File: config.mk
export PLATFORM = sky130hd
export DESIGN_NAME = adc_capture
export DESIGN_NICKNAME = d
export VERILOG_FILES = /design/src/rtl/adc_pkg.sv /design/src/rtl/capture_ram.sv /design/src/rtl/adc_capture.sv
export SDC_FILE = /design/constraint.sdc
export NUM_CORES = 2
export LEC_CHECK = 0
export BUFFER_PORTS_ARGS = -buffer_cell sky130_fd_sc_hd__buf_2
export CORE_MARGIN = 5
export CORE_UTILIZATION = 55
export DETAILED_ROUTE_END_ITERATION = 8
export GPL_TIMING_DRIVEN = 0
export HOLD_SLACK_MARGIN = 0.02
export PLACE_DENSITY = 0.79
export SKIP_CTS_REPAIR_TIMING = 1
export SKIP_LAST_GASP = 1
export SLEW_MARGIN = 25
export SYNTH_ARGS = -nofsm -noshare
export SYNTH_HDL_FRONTEND = slang
export SYNTH_HIERARCHICAL = 1
export SYNTH_SLANG_ARGS = --single-unit
File: constraint.sdc
create_clock -name clk -period 6.8 [get_ports clk]
set_input_delay 1.7 -clock clk [delete_from_list [all_inputs] [get_ports clk]]
set_output_delay 1.7 -clock clk [all_outputs]
set_load 0.1 [all_outputs]
File: src/rtl/adc_pkg.sv
// Shared encodings and sample-width reduction helper for the ADC capture front end.
// Pure definitions: no state, no latency, no flow control.
package adc_pkg;

    localparam logic [1:0] TRIG_IMM  = 2'b00;
    localparam logic [1:0] TRIG_RISE = 2'b01;
    localparam logic [1:0] TRIG_FALL = 2'b10;

    typedef enum logic [1:0] {
        S_IDLE  = 2'd0,
        S_ARMED = 2'd1,
        S_CAPT  = 2'd2,
        S_DONE  = 2'd3
    } state_t;

    // Keeps the top out_w bits; optional round-half-up clamps at all-ones instead of wrapping.
    function automatic logic [31:0] sat_round(input logic [31:0] raw,
                                              input int          adc_w,
                                              input int          out_w,
                                              input logic        round_en);
        logic [31:0] trunc;
        logic [31:0] all_ones;
        logic [31:0] below;
        logic        half;
        trunc    = raw >> (adc_w - out_w);
        all_ones = (32'd1 << out_w) - 32'd1;
        half     = 1'b0;
        if (adc_w > out_w) begin
            below = raw >> (adc_w - out_w - 1);
            half  = below[0];
        end
        if (round_en && half && (trunc != all_ones)) begin
            trunc = trunc + 32'd1;
        end
        return trunc;
    endfunction

endpackage

File: src/rtl/capture_ram.sv
// Simple dual-port DEPTH x DW record buffer, one write port and one registered read port.
// Read latency 1 clk, read-during-write returns old data; always accepts, no backpressure.
module capture_ram #(
    parameter int DW    = 8,
    parameter int DEPTH = 256,
    parameter int AW    = 8
) (
    input  logic          clk,
    input  logic          rst_n,
    input  logic          we,
    input  logic [AW-1:0] waddr,
    input  logic [DW-1:0] wdata,
    input  logic [AW-1:0] raddr,
    output logic [DW-1:0] rdata
);

    logic [DW-1:0] mem [DEPTH];
    logic [DW-1:0] rdata_d;
    logic [DW-1:0] rdata_q;

    always_ff @(posedge clk) begin
        if (we) begin
            mem[waddr] <= wdata;
        end
    end

    always_comb begin
        rdata_d = mem[raddr];
    end

    always_ff @(posedge clk or negedge rst_n) begin
        if (!rst_n) begin
            rdata_q <= '0;
        end else begin
            rdata_q <= rdata_d;
        end
    end

    assign rdata = rdata_q;

endmodule

File: src/rtl/adc_capture.sv
// Parallel-ADC front end: converter clock, sample register, width reduction, decimation, triggered record capture.
// Sample out 2 clk edges after the strobe, readback 1 clk; free-running, no backpressure.
module adc_capture
    import adc_pkg::*;
#(
    parameter int ADC_W   = 10,
    parameter int OUT_W   = 8,
    parameter int DEPTH   = 256,
    parameter int AW      = 8,
    parameter int CLK_DIV = 1
) (
    input  logic             clk,
    input  logic             rst_n,
    input  logic [ADC_W-1:0] ad_data_in,
    output logic             ad_clk,
    input  logic [7:0]       decim,
    input  logic             round_en,
    input  logic [1:0]       trig_mode,
    input  logic [OUT_W-1:0] trig_level,
    input  logic             arm,
    output logic             busy,
    output logic             done,
    output logic             sample_valid,
    output logic [OUT_W-1:0] sample_data,
    input  logic [AW-1:0]    rd_addr,
    output logic [OUT_W-1:0] rd_data
);

    localparam int DW = (CLK_DIV > 1) ? $clog2(CLK_DIV) : 1;

    logic strobe;

    generate
        if (CLK_DIV == 1) begin : g_nodiv
            assign ad_clk = ~clk;
            assign strobe = 1'b1;
        end else begin : g_div
            logic [DW-1:0] div_cnt_d;
            logic [DW-1:0] div_cnt_q;
            logic          ad_clk_d;
            logic          ad_clk_q;

            // ad_clk is registered from the next count so it tracks div_cnt yet still resets low.
            always_comb begin
                div_cnt_d = (div_cnt_q == DW'(CLK_DIV - 1)) ? '0 : div_cnt_q + 1'b1;
                ad_clk_d  = (div_cnt_d < DW'(CLK_DIV / 2));
            end

            always_ff @(posedge clk or negedge rst_n) begin
                if (!rst_n) begin
                    div_cnt_q <= '0;
                    ad_clk_q  <= 1'b0;
                end else begin
                    div_cnt_q <= div_cnt_d;
                    ad_clk_q  <= ad_clk_d;
                end
            end

            assign ad_clk = ad_clk_q;
            assign strobe = (div_cnt_q == DW'(CLK_DIV - 1));
        end
    endgenerate

    logic [ADC_W-1:0] raw_d, raw_q;
    logic             raw_vld_d, raw_vld_q;
    logic [7:0]       decim_d, decim_q;
    logic [7:0]       dec_cnt_d, dec_cnt_q;
    logic             sample_valid_d, sample_valid_q;
    logic [OUT_W-1:0] sample_data_d, sample_data_q;
    logic [OUT_W-1:0] conv;
    logic             kept;

    always_comb begin
        raw_d          = strobe ? ad_data_in : raw_q;
        raw_vld_d      = strobe;
        conv           = OUT_W'(sat_round(32'(raw_q), ADC_W, OUT_W, round_en));
        kept           = 1'b0;
        decim_d        = decim_q;
        dec_cnt_d      = dec_cnt_q;
        // An arm restarts the decimation phase; the sample in flight that cycle is dropped.
        if (arm) begin
            decim_d   = decim;
            dec_cnt_d = decim;
        end else if (raw_vld_q) begin
            if (dec_cnt_q == 8'd0) begin
                kept      = 1'b1;
                dec_cnt_d = decim_q;
            end else begin
                dec_cnt_d = dec_cnt_q - 8'd1;
            end
        end
        sample_valid_d = kept;
        sample_data_d  = kept ? conv : sample_data_q;
    end

    always_ff @(posedge clk or negedge rst_n) begin
        if (!rst_n) begin
            raw_q          <= '0;
            raw_vld_q      <= 1'b0;
            decim_q        <= '0;
            dec_cnt_q      <= '0;
            sample_valid_q <= 1'b0;
            sample_data_q  <= '0;
        end else begin
            raw_q          <= raw_d;
            raw_vld_q      <= raw_vld_d;
            decim_q        <= decim_d;
            dec_cnt_q      <= dec_cnt_d;
            sample_valid_q <= sample_valid_d;
            sample_data_q  <= sample_data_d;
        end
    end

    state_t           state_q;
    logic             busy_q, done_q;
    logic [AW-1:0]    wr_addr_q;
    logic [OUT_W-1:0] prev_q;
    logic             prev_vld_q;
    logic             trig;
    logic             ram_we;
    logic [AW-1:0]    ram_waddr;

    always_comb begin
        case (trig_mode)
            TRIG_RISE: trig = prev_vld_q && (prev_q <  trig_level) && (conv >= trig_level);
            TRIG_FALL: trig = prev_vld_q && (prev_q >= trig_level) && (conv <  trig_level);
            default:   trig = 1'b1;
        endcase
        ram_we    = kept && (((state_q == S_ARMED) && trig) || (state_q == S_CAPT));
        ram_waddr = (state_q == S_ARMED) ? '0 : wr_addr_q;
    end

    always_ff @(posedge clk or negedge rst_n) begin
        if (!rst_n) begin
            state_q    <= S_IDLE;
            busy_q     <= 1'b0;
            done_q     <= 1'b0;
            wr_addr_q  <= '0;
            prev_q     <= '0;
            prev_vld_q <= 1'b0;
        end else if (arm) begin
            state_q    <= S_ARMED;
            busy_q     <= 1'b1;
            done_q     <= 1'b0;
            wr_addr_q  <= '0;
            prev_vld_q <= 1'b0;
        end else if (kept) begin
            case (state_q)
                S_ARMED: begin
                    prev_q     <= conv;
                    prev_vld_q <= 1'b1;
                    if (trig) begin
                        state_q   <= S_CAPT;
                        wr_addr_q <= AW'(1);
                    end
                end
                S_CAPT: begin
                    wr_addr_q <= wr_addr_q + 1'b1;
                    if (wr_addr_q == AW'(DEPTH - 1)) begin
                        state_q <= S_DONE;
                        busy_q  <= 1'b0;
                        done_q  <= 1'b1;
                    end
                end
                default: ;
            endcase
        end
    end

    capture_ram #(
        .DW    (OUT_W),
        .DEPTH (DEPTH),
        .AW    (AW)
    ) u_ram (
        .clk   (clk),
        .rst_n (rst_n),
        .we    (ram_we),
        .waddr (ram_waddr),
        .wdata (conv),
        .raddr (rd_addr),
        .rdata (rd_data)
    );

    assign busy         = busy_q;
    assign done         = done_q;
    assign sample_valid = sample_valid_q;
    assign sample_data  = sample_data_q;

endmodule

==> results.py <==
metrics = {
    "synthesis": {
        "synth.distinct_cells": 80,
        "yosys_register_bits": 2112,
        "synthFlopType": "edfxtp_1",
        "synth_edf_count": 2048,
        "async_reset_ff_share_pct": 3.030,
        "netlist_area_um2": 83150,
        "netlist_instances": 4133,
        "synth_area_per_cell_um2": 20.12,
        "syn_nets": 4195,
        "yosys_warnings": 6,
        "ys_seq_area_share_pct": 75.88,
    },
    "clock_tree": {
        "clock_path_buffers": 3,
        "clk_pin_slew_ns": 0.06,
        "clkLatencyLatePin_ns": 0.86,
        "htree_levels": 4,
        "cts-root-buf": "clkbuf_16",
        "cts_tree": "done",
        "cts_made_buffers": 199,
    },
    "sta": {
        "rsz0062_at_grt": "no",
        "fmax_mhz": 152.8,
        "hold_ws_ns": 0.4711,
        "finalSetupTns_ns": 0,
        "setup_ws_ns": 0.2572,
        "maxSlewHeadroom_pct": 18.31,
        "hold_violations": 0,
        "setup_violations": 0,
        "fin_skew_ns": 0.04245,
        "drv_slew": 0,
        "worst_pin_slew_ns": 1.225,
        "fin_crit_sh_pct": 96.22,
        "period_needed_ns": 6.543,
    },
    "finish": {
        "multi_input_area_um2": 19440,
        "fillerInstances": 9633,
        "finalNetCount": 4503,
        "layout-drive-gt1-share_pct": 27.08,
        "finalInstanceArea_um2": 94880,
        "areaGrowthSynthToFinish_pct": 14.10,
        "register_area_um2": 63100,
    },
    "pwr": {
        "p_leak_nw": 29.85,
        "power_mw": 27.45,
        "p_per_area_nw_per_um2": 289.3,
        "vdd_drop_max_uv": 334.7,
    },
    "grt": {
        "grt_max_degree": 129,
        "grt_usage_pct": 30.79,
        "antenna_found_initial": 15,
        "overflow": 0,
        "grt_pass1_vias": 45410,
        "grt_pass1_wl_um": 339900,
    },
    "setup_path": {
        "cp.arrival_ns": 7.00,
        "cp.required_ns": 7.26,
        "worstSetupPathType": "in -> reg",
        "cp-start-kind": "input port",
        "worst_setup_path_end_kind": "register",
        "worstPathMaxFanout": 30,
    },
    "job": {
        "maxCapViolations": 0,
    },
    "worst_hold_path": {
        "hp-class": "reg -> reg",
    },
    "place": {
        "gp_congestion": 0.9898,
        "post_dp_cell_area_um2": 88310,
        "preCtsSetupSlack_ns": -0.9723,
        "dpl.hpwl_um": 161800,
        "portBuffers": 55,
    },
    "floorplanning": {
        "start_util_pct": 55.39,
        "die_h_um": 398.8,
        "rows": 142,
        "die_area_um2": 159100,
        "die_w_um": 398.8,
        "core_area_um2": 150100,
        "boundaryPins": 60,
    },
    "routing": {
        "vias": 46350,
        "vias_per_cell": 6.986,
        "wire_per_inst_um": 36.92,
        "dr.pass1.iters": 9,
        "drc": 0,
        "drt_iter0_drc": 7971,
        "drt_wl_total_um": 245000,
        "postRouteAntennaNets": 0,
    },
    "status": {
        "status": "complete, no violations",
    },
}
-- sequential cells by signal, summed over array words and instances, names as in the netlist --
register,count
state_q,2
busy,1
sample_valid,1
done,1
wr_addr_q,8
prev_q,8
raw_vld_q,1
raw_q,9
u_ram/rdata,8
dec_cnt_q,8
sample_data,8
decim_q,8
prev_vld_q,1
u_ram/mem,2048
-- logic make-up after synthesis --
kind of cell             after synthesis  synth area share, %
AO/OA/AOI/OAI                        454                3.795
flip-flops                          2112                75.88
XOR/XNOR                               9              0.09479
other                                  1             0.004510
buffers and inverters                282                2.102
multiplexers                         624                14.25
adder cells (fa/ha/maj)               22               0.3310
AND/OR/NAND/NOR                      629                3.539
-- cells in the final DEF, fill, tap and decap left out, types with 34 or more instances in the layout --
master and count:
a21oi_1 107, o221ai_1 36, nor2b_1 34, edfxtp_1 2048
clkinv_1 52, nor2_1 107, o21ai_0 36, mux2i_1 162
a22oi_1 94, buf_12 51, mux4_2 445, nor2_4 111
nor2_2 84, buf_2 105, clkbuf_1 120, nand3_1 47
clkinv_2 35, clkbuf_16 204, dfrtp_1 64, nand2_1 118
-- cell usage after synthesis, drive strengths merged (25+ instances only) --
cell type  count  area, um^2
a21oi        107       535.5
buf          131        1180
nand3         48       240.2
o21ai         51       259.0
nor2b         35       226.5
clkbuf       115       432.9
nand4         25       156.4
nor2         303        1154
mux4         446       10050
dfrtp         64        1602
a22oi         94       705.7
inv           36       135.1
nand2        120       452.9
mux2i        162        1622
o221ai        38       345.3
o22ai         33       206.5
edfxtp      2048       61500
-- worst max-delay path, stage by stage --
cell and delay (ns):
buf_2 0.10, nand2_4 0.06, a41oi_4 0.25, nand3_1 0.13, xor2_1 0.39, clkinvlp_4 0.66, ha_1 0.54, nand4_1 0.13
a31oi_1 0.19, o311ai_2 0.20, a21oi_1 0.24, o21a_1 0.19, clkbuf_8 0.20, nand4_1 0.72, buf_2 0.70, nor2_2 0.56
-- worst paths after layout --
path / depth (start not counted) / slack (ns) / start / endpoint
max: 16 / 0.26 / round_en / u_ram/mem[99][0]
min: 2 / 0.47 / busy / busy
min in group asynchronous: 1 / 0.77 / rst_n / raw_q[4]
max reg2reg: 16 / 0.38 / raw_q[2] / u_ram/mem[99][0]
max in group asynchronous: 2 / 5.50 / rst_n / dec_cnt_q[4]
min reg2reg: 2 / 0.47 / busy / busy
-- report_power, final --
group | switching, mW | internal (mW)
sequential | 0.0348 | 14.4
clock | 4.89 | 6.26
combinational | 1.30 | 0.571
-- per-layer routing --
metal / share of wire [%] / up-vias / global-route usage (%)
met1: 32 / 23570 / 39.37
met3: 15 / 854 / 11.17
met5: 0.078 / - / 0
li1: - / 17710 / -
met2: 45 / 4213 / 46.57
met4: 6.8 / 8 / 16.49
-- cell type report --
cell class | instances | area share (%)
antenna | 7 | 0.01846
buffer | 246 | 1.866
clock buffer | 241 | 5.516
clock inverter | 133 | 1.350
inverter | 35 | 0.1741
multi-input combinational | 1739 | 20.49
sequential | 2112 | 66.50
tap | 2016 | 2.658
timing repair buffer | 104 | 1.411
timing repair inverter | 2 | 0.01055
-- through the flow --
stage / util (%) / cells
global route: 63.19 / 6628
CTS: 63.16 / 6624
finish: 63.20 / 6635
detailed placement: 58.82 / 6252
global placement: 58.09 / 6204
floorplan: - / 4133
Power figures use the tool's default switching activity.
